===== config.mk =====
export PLATFORM = sky130hd
export DESIGN_NAME = mem_port_arbiter
export DESIGN_NICKNAME = d
export VERILOG_FILES = /design/src/rtl/mem_port_arbiter_pkg.sv /design/src/rtl/mem_lane_align.sv /design/src/rtl/mem_port_arbiter.sv
export SDC_FILE = /design/constraint.sdc
export NUM_CORES = 1
export LEC_CHECK = 0
export CORE_ASPECT_RATIO = 0.75
export CORE_MARGIN = 3
export CORE_UTILIZATION = 46
export CTS_CLUSTER_DIAMETER = 200
export DETAILED_ROUTE_END_ITERATION = 8
export PLACE_DENSITY_LB_ADDON = 0.15
export SETUP_SLACK_MARGIN = 0.4
export SYNTH_ARGS = -nofsm -noshare
export SYNTH_HDL_FRONTEND = slang
export SYNTH_SLANG_ARGS = --single-unit
export TNS_END_PERCENT = 1

===== constraint.sdc =====
create_clock -name clk -period 10.7 [get_ports clk]
set_input_delay 2.14 -clock clk [delete_from_list [all_inputs] [get_ports clk]]
set_output_delay 2.14 -clock clk [all_outputs]
set_load 0.005 [all_outputs]

===== src/rtl/mem_port_arbiter_pkg.sv =====
`default_nettype none
// ============================================================================
// Module      : mem_arb_pkg
// Description : Shared types for the fetch / load-store memory port arbiter.
// Revision    : 1.0 - initial release
// ============================================================================
package mem_arb_pkg;

  // Access size encoding as presented on ls_size (2'b11 is illegal)
  typedef enum logic [1:0] {
    SZ_B = 2'b00,
    SZ_H = 2'b01,
    SZ_W = 2'b10
  } size_e;

  // Arbiter sequencing states
  typedef enum logic [1:0] {
    IDLE = 2'b00,
    RD   = 2'b01,
    WR   = 2'b10,
    RESP = 2'b11
  } state_e;

  // Requesting port identity, also used as the round-robin pointer
  typedef enum logic {
    P_IF = 1'b0,
    P_LS = 1'b1
  } port_e;

  // Round-robin helper: the port that did not just win
  function automatic port_e other_port(input port_e p);
    return (p == P_IF) ? P_LS : P_IF;
  endfunction

endpackage
`default_nettype wire


===== src/rtl/mem_lane_align.sv =====
`default_nettype none
// ============================================================================
// Module      : mem_lane_align
// Description : Byte/half/word lane handling: load extraction with sign or
//               zero extension, store-word merge, and alignment checking.
// Revision    : 1.0 - initial release
// ============================================================================
module mem_lane_align
  import mem_arb_pkg::*;
(
  input  logic [31:0] word_i,
  input  logic [1:0]  addr_i,
  input  logic [1:0]  size_i,
  input  logic        uns_i,
  input  logic [31:0] wdata_i,
  output logic [31:0] load_o,
  output logic [31:0] store_o,
  output logic        misalign_o
);

  logic [7:0]  byte_sel;
  logic [15:0] half_sel;

  // Pick the addressed lanes out of the memory word
  always_comb begin
    byte_sel = word_i[8*addr_i +: 8];
    half_sel = addr_i[1] ? word_i[31:16] : word_i[15:0];
  end

  // Load result: extend the selected lane, full word passes through
  always_comb begin
    load_o = word_i;
    case (size_i)
      SZ_B:    load_o = {{24{~uns_i & byte_sel[7]}}, byte_sel};
      SZ_H:    load_o = {{16{~uns_i & half_sel[15]}}, half_sel};
      default: load_o = word_i;
    endcase
  end

  // Store word: replace only the addressed lane of the old word
  always_comb begin
    store_o = word_i;
    case (size_i)
      SZ_B: store_o[8*addr_i +: 8] = wdata_i[7:0];
      SZ_H: begin
        if (addr_i[1]) store_o[31:16] = wdata_i[15:0];
        else           store_o[15:0]  = wdata_i[15:0];
      end
      default: store_o = wdata_i;
    endcase
  end

  // Illegal size, odd half address, or unaligned word
  always_comb begin
    misalign_o = (size_i == 2'b11) ||
                 ((size_i == SZ_H) && addr_i[0]) ||
                 ((size_i == SZ_W) && (addr_i != 2'b00));
  end

endmodule
`default_nettype wire


===== src/rtl/mem_port_arbiter.sv =====
`default_nettype none
// ============================================================================
// Module      : mem_port_arbiter
// Description : Shares one word-wide memory between the instruction-fetch
//               port and the load/store port. Round-robin arbitration,
//               read-modify-write for sub-word stores, load extension.
// Revision    : 1.0 - initial release
// ============================================================================
module mem_port_arbiter
  import mem_arb_pkg::*;
#(
  parameter int ADDW  = 12,
  parameter int WIDTH = 32
) (
  input  logic             clk,
  input  logic             rst_n,
  input  logic             if_req,
  input  logic [WIDTH-1:0] if_addr,
  output logic             if_rvalid,
  output logic [WIDTH-1:0] if_rdata,
  output logic             if_err,
  input  logic             ls_req,
  input  logic             ls_we,
  input  logic [1:0]       ls_size,
  input  logic             ls_unsigned,
  input  logic [WIDTH-1:0] ls_addr,
  input  logic [WIDTH-1:0] ls_wdata,
  output logic             ls_rvalid,
  output logic [WIDTH-1:0] ls_rdata,
  output logic             ls_err,
  output logic [ADDW-1:0]  mem_address,
  output logic [WIDTH-1:0] mem_data_in,
  output logic             mem_str,
  output logic [1:0]       mem_byte_masking,
  input  logic [WIDTH-1:0] mem_data_out
);

  // Byte-address bits that reach the memory; anything above aliases
  localparam int AW = ADDW + 2;

  state_e           state_q, state_d;
  port_e            rr_q;
  port_e            port_q;
  logic [AW-1:0]    addr_q;
  logic [1:0]       size_q;
  logic             we_q;
  logic             uns_q;
  logic             err_q;
  logic [WIDTH-1:0] wdata_q;
  logic [WIDTH-1:0] word_q;

  logic             any_req;
  port_e            win_port;
  logic             win_is_if;
  logic [AW-1:0]    win_addr;
  logic [1:0]       win_size;
  logic             win_we;
  logic [1:0]       al_addr;
  logic [1:0]       al_size;
  logic [WIDTH-1:0] al_load;
  logic [WIDTH-1:0] al_store;
  logic             al_misalign;
  logic             unused_addr_hi;

  assign unused_addr_hi = ^{if_addr[WIDTH-1:AW], ls_addr[WIDTH-1:AW]};

  // Choose the winning requester and its access attributes
  always_comb begin
    any_req  = if_req | ls_req;
    win_port = P_LS;
    if (if_req && ls_req) win_port = rr_q;
    else if (if_req)      win_port = P_IF;
    win_is_if = (win_port == P_IF);
    win_addr  = win_is_if ? if_addr[AW-1:0] : ls_addr[AW-1:0];
    win_size  = win_is_if ? SZ_W : ls_size;
    win_we    = !win_is_if && ls_we;
    // The aligner checks the incoming request in IDLE, the latched one after
    al_addr   = (state_q == IDLE) ? win_addr[1:0] : addr_q[1:0];
    al_size   = (state_q == IDLE) ? win_size      : size_q;
  end

  mem_lane_align u_align (
    .word_i     (word_q),
    .addr_i     (al_addr),
    .size_i     (al_size),
    .uns_i      (uns_q),
    .wdata_i    (wdata_q),
    .load_o     (al_load),
    .store_o    (al_store),
    .misalign_o (al_misalign)
  );

  // State register
  always_ff @(posedge clk or negedge rst_n) begin
    if (!rst_n) state_q <= IDLE;
    else        state_q <= state_d;
  end

  // Next-state sequencing and per-state output drive
  always_comb begin
    state_d     = state_q;
    if_rvalid   = 1'b0;
    if_rdata    = '0;
    if_err      = 1'b0;
    ls_rvalid   = 1'b0;
    ls_rdata    = '0;
    ls_err      = 1'b0;
    mem_str     = 1'b0;
    mem_data_in = '0;
    case (state_q)
      IDLE: begin
        if (any_req) begin
          if (al_misalign)                     state_d = RESP;
          else if (win_we && win_size == SZ_W) state_d = WR;
          else                                 state_d = RD;
        end
      end
      RD: state_d = we_q ? WR : RESP;
      WR: begin
        mem_str     = 1'b1;
        mem_data_in = al_store;
        state_d     = RESP;
      end
      RESP: begin
        state_d = IDLE;
        if (port_q == P_IF) begin
          if_rvalid = 1'b1;
          if_err    = err_q;
          if_rdata  = err_q ? '0 : word_q;
        end else begin
          ls_rvalid = 1'b1;
          ls_err    = err_q;
          ls_rdata  = (err_q || we_q) ? '0 : al_load;
        end
      end
      default: state_d = IDLE;
    endcase
  end

  assign mem_address      = addr_q[AW-1:2];
  assign mem_byte_masking = addr_q[1:0];

  // Latch the granted request in IDLE and capture read data at the end of RD
  always_ff @(posedge clk or negedge rst_n) begin
    if (!rst_n) begin
      rr_q    <= P_LS;
      port_q  <= P_LS;
      addr_q  <= '0;
      size_q  <= 2'b00;
      we_q    <= 1'b0;
      uns_q   <= 1'b0;
      err_q   <= 1'b0;
      wdata_q <= '0;
      word_q  <= '0;
    end else begin
      if (state_q == IDLE && any_req) begin
        port_q  <= win_port;
        rr_q    <= other_port(win_port);
        addr_q  <= win_addr;
        size_q  <= win_size;
        we_q    <= win_we;
        uns_q   <= !win_is_if && ls_unsigned;
        wdata_q <= win_is_if ? '0 : ls_wdata;
        err_q   <= al_misalign;
      end
      if (state_q == RD) word_q <= mem_data_out;
    end
  end

endmodule
`default_nettype wire


==> metrics.md, run 1 <==
| Metric | Value |
|---|---|
| Final hold vios | `0` |
| LEAKAGE | `0.00353 µW` |
| Final WL | `19,500 µm` |
| Library cells used by synthesis | `56` |
| Maximum VDD drop | `0.131 mV` |
| GRT overflow | `0` |
| Top Ports | `251` |
| Fillers | `938` |
| Layout area overhead | `44.4%` |
| Kind of critical path | `in2out` |
| Postcts setup bufs | `0` |
| Hold-fix buffers at CTS | `0` |
| Non-filler cells, final | `951` |
| Drt drc | `0` |
| Avg Inst Size Synth | `9.26 µm²` |
| Synth warnings | `0` |
| Antenna violations before repair | `0` |
| Bufs on Longest Clock Path | `2` |
| H-tree levels | `3` |
| Initial core utilization | `0.476` |
| Resize count post-CTS | `0` |
| Largest net degree at the start of global routing | `87` |
| Slew margin rel. | `0.179` |
| Slew @ Worst Pin | `1.22 ns` |
| Cts bufs inserted | `9` |
| Die area | `13,500 µm²` |
| Input/output buffers | `214` |
| Min Clock Period, post-route | `8.94 ns` |
| Max-cap violations | `0` |
| Root Driver | `clkbuf_16` |
| Clk slew on worst S/H paths | `0.07 ns` |
| Clock tree sinks | `87` |
| Layout cell share with drive strength beyond 1 | `0.0913` |
| Most common cell after layout, fill and taps aside | `clkdlybuf4s50_1` |
| Cell Area, Synth | `5570 µm²` |
| Reg2Reg Capture Point | `state_q[0]` |
| Final core occ | `0.688` |
| Number of synthesized flops with an enable pin | `0` |
| Max Clock Skew | `0.00694 ns` |
| P per Cell Area | `281 nW/µm²` |
| Iteration-0 DRC Markers | `537` |
| Req. time, crit path | `8.56 ns` |
| Placed cells | `935` |
| Synth Instances | `602` |
| RR Startpoint | `state_q[0]` |
| Crit path max fanout | `33` |
| Sequential-to-total area share from yosys stat | `0.391` |
| FF-to-FF path depth | `10` |
| RSZ-0062 raised after global routing | `no` |
| Ys async rst share | `1.00` |
| Final period util | `0.835` |
| Status | `finished, final reports clean` |
| R2R Setup Slk | `7.13 ns` |
| DP Wirelength | `14,200 µm` |
| Post-layout nets | `928` |
| Die height | `101 µm` |
| Detail Route Antenna Nets | `0` |
| FF/Latch Area | `2180 µm²` |
| Skew-Pair Late Insertion Delay | `0.35 ns` |
| Setup TNS | `0 ns` |
| Final Slew Violations | `0` |
| WL per Instance | `20.5 µm` |
| CP arrival | `6.80 ns` |
| RePlAce Congestion | `0.912` |
| Hold Path Class | `reg2reg` |
| Critical path launch point type | `input pin` |
| CP Launch Point | `if_req` |
| Critical Path End Type | `output pin` |
| Synthesis-stage register bit count | `87` |
| Setup crit end | `mem_data_in[23]` |
| Setup-failing EPs final | `0` |
| First-pass GRT wire length | `30,500 µm` |
| Vias in the first global route | `5,566` |
| Diode count | `0` |
| Synthesized Nets | `746` |
| Max Fclk | `112 MHz` |
| Synth Flop Type | `dfrtp_1` |
| DR vias | `5,730` |
| Most frequent cells in the layout | `clkdlybuf4s50_1, nand2_1, dfrtp_1, a22o_1, and2_1` |
| Vias per cell | `6.03` |
| CTS tree | `yes` |
| Drt first pass iters | `5` |
| Die width | `133 µm` |
| Total Routing Usage GR | `0.285` |
| Floorplan row count | `34` |
| Core ar. | `11,700 µm²` |
| Multi-input gate area | `3160 µm²` |
## worst min-delay path by stage
stage | start | to | slack [ns] | cells after the start
2_1_floorplan | addr_q[10] | addr_q[10] | 0.46 | 2
3_3_place_gp | addr_q[8] | addr_q[8] | 0.45 | 2
3_5_place_dp | addr_q[11] | addr_q[11] | 0.45 | 2
4_1_cts | addr_q[11] | addr_q[11] | 0.47 | 2
5_1_grt | addr_q[6] | addr_q[6] | 0.49 | 2
6_report | addr_q[10] | addr_q[10] | 0.46 | 2
## Yosys cell counts (2+ instances only)
master     n  area, µm²
clkbuf_1  32        120
buf_1      5       18.8
inv_1      9       33.8
nor3_1     9       45.0
nor2b_1    5       31.3
nor2_1    21       78.8
o211a_1    8       80.1
or3_1      2       12.5
ha_1       8        100
a22o_1    41        359
dfrtp_1   85       2130
nand2b_1   2       12.5
nand2_2    2       12.5
buf_4      2       15.0
a211o_1   16        140
nand3_1   20        100
o21a_1    10       75.1
nand2_1   90        338
buf_2      7       35.0
dfstp_2    2       52.6
o21ai_0   19       95.1
a21oi_1   30        150
a22oi_1   14        105
buf_6      2       22.5
o32a_1     2       20.0
mux2_2    31        349
a311oi_1   2       17.5
a221o_1   14        140
and2_1    36        225
a31oi_1   10       62.6
a221oi_1   8       70.1
a211oi_1   2       15.0
and3_1    12       75.1
a21o_1     8       60.1
mux2i_1    8       80.1
o31ai_1    8       60.1
## area by class of cell
type | count | share of cell area
Inverter | 11 | 0.00528
Sequential cell | 87 | 0.271
Multi-Input combinational cell | 456 | 0.392
Clock buffer | 10 | 0.0297
Clock inverter | 6 | 0.00637
Timing Repair Buffer | 219 | 0.270
Tap cell | 162 | 0.0252
## kinds of logic after synthesis
kind of cell / synth area share
AND/OR/NAND/NOR: 0.174
buffers and inverters: 0.0456
AO/OA/AOI/OAI: 0.288
adder cells (fa/ha/maj): 0.0180
flip-flops: 0.391
multiplexers: 0.0835
## critical path, cell delays in order
cell and delay (ns):
clkdlybuf4s50_1 0.66, a21bo_4 0.31, a32oi_1 0.26, and2_1 0.96, clkinv_2 0.75, ha_1 0.43
inv_1 0.21, a221oi_1 0.14, o31ai_1 0.35, clkdlybuf4s50_1 0.57
## through the flow
stage	instance area [µm²]	hold WS (ns)	setup slack, ns	power, µW
after floorplan	5570	0.463	4.15	1410
after global placement	7760	0.451	2.00	1890
after detailed placement	7760	0.454	1.91	1930
after CTS	8050	0.470	1.91	2240
after global routing	8050	0.494	1.46	2410
final	8050	0.465	1.76	2260
## where the power goes
group / switching (µW) / internal, µW / total (µW) / leakage [µW]
clock network: 137 / 167 / 304 / 0.000145
logic: 637 / 609 / 1250 / 0.00231
registers: 228 / 484 / 711 / 0.00107
## metal layers
metal,vias to the layer above,global-route usage,wire length (µm),share of wire
met5,-,0,0,0
li1,2590,-,-,-
met3,22,0.0725,1910,0.098
met1,2789,0.387,8260,0.42
met2,329,0.463,9070,0.47
met4,0,0.0688,240,0.012
## registers in the layout, indices dropped and copies added, names as in the netlist
name,cells
state_q,2
port_q,1
addr_q,14
we_q,1
uns_q,1
wdata_q,32
word_q,32
rr_q,1
err_q,1
size_q,2
Note: power is estimated with default switching activity, not from simulation.
==> inputs of run 2 (changes only) <==
Settings changed: CORE_UTILIZATION 46 to 43.
Clock period 10.7 ns to 9.15 ns, I/O delays scaled along.
==> metrics.md, run 2 (synthesis results as in run 1) <==
| Metric | Value |
|---|---|
| Most common cell after layout, fill and taps aside | `clkdlybuf4s50_1 (unchanged)` |
| Slew @ Worst Pin | `1.28 ns (was 1.22 ns)` |
| Core ar. | `12,500 µm² (was 11,700 µm²)` |
| Critical path launch point type | `input pin (unchanged)` |
| Die height | `105 µm (was 101 µm)` |
| Antenna violations before repair | `0 (unchanged)` |
| Initial core utilization | `0.447 (was 0.476)` |
| Postcts setup bufs | `0 (unchanged)` |
| Req. time, crit path | `7.32 ns (was 8.56 ns)` |
| LEAKAGE | `0.00352 µW (was 0.00353 µW)` |
| Final WL | `19,600 µm (was 19,500 µm)` |
| Total Power | `2640 µW (was 2260 µW)` |
| Dpl ws | `1.63 ns (was 1.91 ns)` |
| Switch Pwr | `1180 µW (was 1000 µW)` |
| Setup-failing EPs final | `0 (unchanged)` |
| Setup TNS | `0 ns (unchanged)` |
| Hold-fix buffers at CTS | `0 (unchanged)` |
| P per Cell Area | `328 nW/µm² (was 281 nW/µm²)` |
| Slowest CP cell | `nor3_1 (was and2_1)` |
| Switching Fraction | `0.444 (was 0.443)` |
| Root Driver | `clkbuf_16 (unchanged)` |
| Post-layout nets | `929 (was 928)` |
| Clk slew on worst S/H paths | `0.07 ns (about the same)` |
| Multi-input gate area | `3160 µm² (unchanged)` |
| Kind of critical path | `in2out (unchanged)` |
| CP arrival | `5.84 ns (was 6.80 ns)` |
| Vias per cell | `5.92 (was 6.03)` |
| Fillers | `1,024 (was 938)` |
| Comb power frac | `0.549 (was 0.551)` |
| Min Clock Period, post-route | `7.67 ns` |
| Bufs on Longest Clock Path | `2 (unchanged)` |
| Largest net degree at the start of global routing | `48 (was 87)` |
| Non-filler cells, final | `956 (was 951)` |
| WL per Instance | `20.5 µm (about the same)` |
| GRT overflow | `0 (unchanged)` |
| Max-cap violations | `0 (unchanged)` |
| CP Cell Sequence | `clkdlybuf4s50_1 > a21bo_4 > a32oi_1 > and2_1 > buf_4 > ha_1 > nor2_1 > nand2_1 > nor3_1 > a21o_1 > clkdlybuf4s50_1 (was clkdlybuf4s50_1 > a21bo_4 > a32oi_1 > and2_1 > clkinv_2 > ha_1 > inv_1 > a221oi_1 > o31ai_1 > clkdlybuf4s50_1)` |
| Vias in the first global route | `5,678 (was 5,566)` |
| Layout cell share with drive strength beyond 1 | `0.0924 (was 0.0913)` |
| Min setup slack post-route | `1.48 ns (was 1.76 ns)` |
| Top flop regs | `wdata_q x32, word_q x32, addr_q x14 (unchanged)` |
| CP peak stage delay | `0.72 ns (was 0.96 ns)` |
| FF/Latch Area | `2180 µm² (unchanged)` |
| Maximum VDD drop | `0.155 mV (was 0.131 mV)` |
| Resize count post-CTS | `0 (unchanged)` |
| CTS tree | `yes (unchanged)` |
| Crit path max fanout | `33 (unchanged)` |
| Most frequent cells in the layout | `clkdlybuf4s50_1, nand2_1, dfrtp_1, a22o_1, and2_1 (unchanged)` |
| Critical Path End Type | `output pin (unchanged)` |
| Drt first pass iters | `6 (was 5)` |
| Placed cells | `940 (was 935)` |
| Clock share of power | `0.136 (was 0.135)` |
| Hold Path Class | `reg2reg (unchanged)` |
| Total Routing Usage GR | `0.269 (was 0.285)` |
| RePlAce Congestion | `0.914 (was 0.912)` |
| RSZ-0062 raised after global routing | `no (unchanged)` |
| Final period util | `0.838` |
| Status | `finished, final reports clean (unchanged)` |
| Iteration-0 DRC Markers | `513 (was 537)` |
| Detail Route Antenna Nets | `0 (unchanged)` |
| Floorplan row count | `35 (was 34)` |
| CP dominant cell by count | `clkdlybuf4s50_1 (unchanged)` |
| Cts bufs inserted | `9 (unchanged)` |
| Drt drc | `0 (unchanged)` |
| Max Clock Skew | `0.00904 ns (was 0.00694 ns)` |
| Clock tree sinks | `87 (unchanged)` |
| Sequential share of power | `0.315 (about the same)` |
| Die area | `14,400 µm² (was 13,500 µm²)` |
| First-pass GRT wire length | `30,500 µm (about the same)` |
| Internal power | `1470 µW (was 1260 µW)` |
| H-tree levels | `3 (unchanged)` |
| Layout area overhead | `44.6% (was 44.4%)` |
| Skew-Pair Late Insertion Delay | `0.35 ns (about the same)` |
| DP Wirelength | `14,100 µm (was 14,200 µm)` |
| Max Fclk | `130 MHz` |
| Final Slew Violations | `0 (unchanged)` |
| Die width | `137 µm (was 133 µm)` |
| Final hold vios | `0 (unchanged)` |
| Top Ports | `251 (unchanged)` |
| Input/output buffers | `214 (unchanged)` |
| DR vias | `5,656 (was 5,730)` |
| Slew margin rel. | `0.140 (was 0.179)` |
| Diode count | `0 (unchanged)` |
[run 2: layout make-up]
cell class / instances / area share
clock inverters: 7 / 0.00730
well taps: 166 / 0.0258
multi-input cells: 456 / 0.392
flip-flops and latches: 87 / 0.270
inverters: 11 / 0.00528
clock buffers: 9 / 0.0280
repair buffers: 220 / 0.271
[run 2: path summary, 6_finish.rpt]
kind	endpoint	slack, ns	start	cells past startpoint
hold reg to reg	addr_q[3]	0.47	addr_q[3]	2
hold / removal	addr_q[3]	0.47	addr_q[3]	2
setup / recovery	mem_data_in[14]	1.48	if_req	11
setup reg to reg	state_q[0]	6.00	state_q[0]	11
min in group asynchronous	err_q	1.47	rst_n	1
max in group asynchronous	wdata_q[13]	6.69	rst_n	2
[run 2: through the flow]
| stage | hold slack, ns | util | cell area, µm² |
|---|---|---|---|
| finish | 0.474 | 0.646 | 8060 |
| detailed placement | 0.460 | 0.623 | 7770 |
| global route | 0.493 | 0.646 | 8060 |
| floorplan | 0.463 | - | 5570 |
| CTS | 0.478 | 0.646 | 8060 |
| global placement | 0.451 | 0.623 | 7770 |
[run 2: power groups by stage]
stage               Sequential (µW)  Combinational [µW]  Clock (µW)
finish                          833                1450         359
global route                    851                1590         380
detailed placement              826                1430           0
global placement                822                1400           0
floorplan                       717                 927           0
CTS                             821                1440         366
[run 2: critical path, delay by kind of cell]
family | cells | cell delay [ns]
AO/OA/AOI/OAI | 3 | 0.81
adder cells (fa/ha/maj) | 1 | 0.43
buffers and inverters | 3 | 1.49
AND/OR/NAND/NOR | 4 | 1.26
[run 2: metal layers]
metal  global-route usage  routed length [µm]  up-vias
li1                     -                   -     2602
met1                0.380                8370     2758
met2                0.421                9130      266
met3               0.0558                1730       30
met4               0.0684                 354        0
met5                    0                   0        -
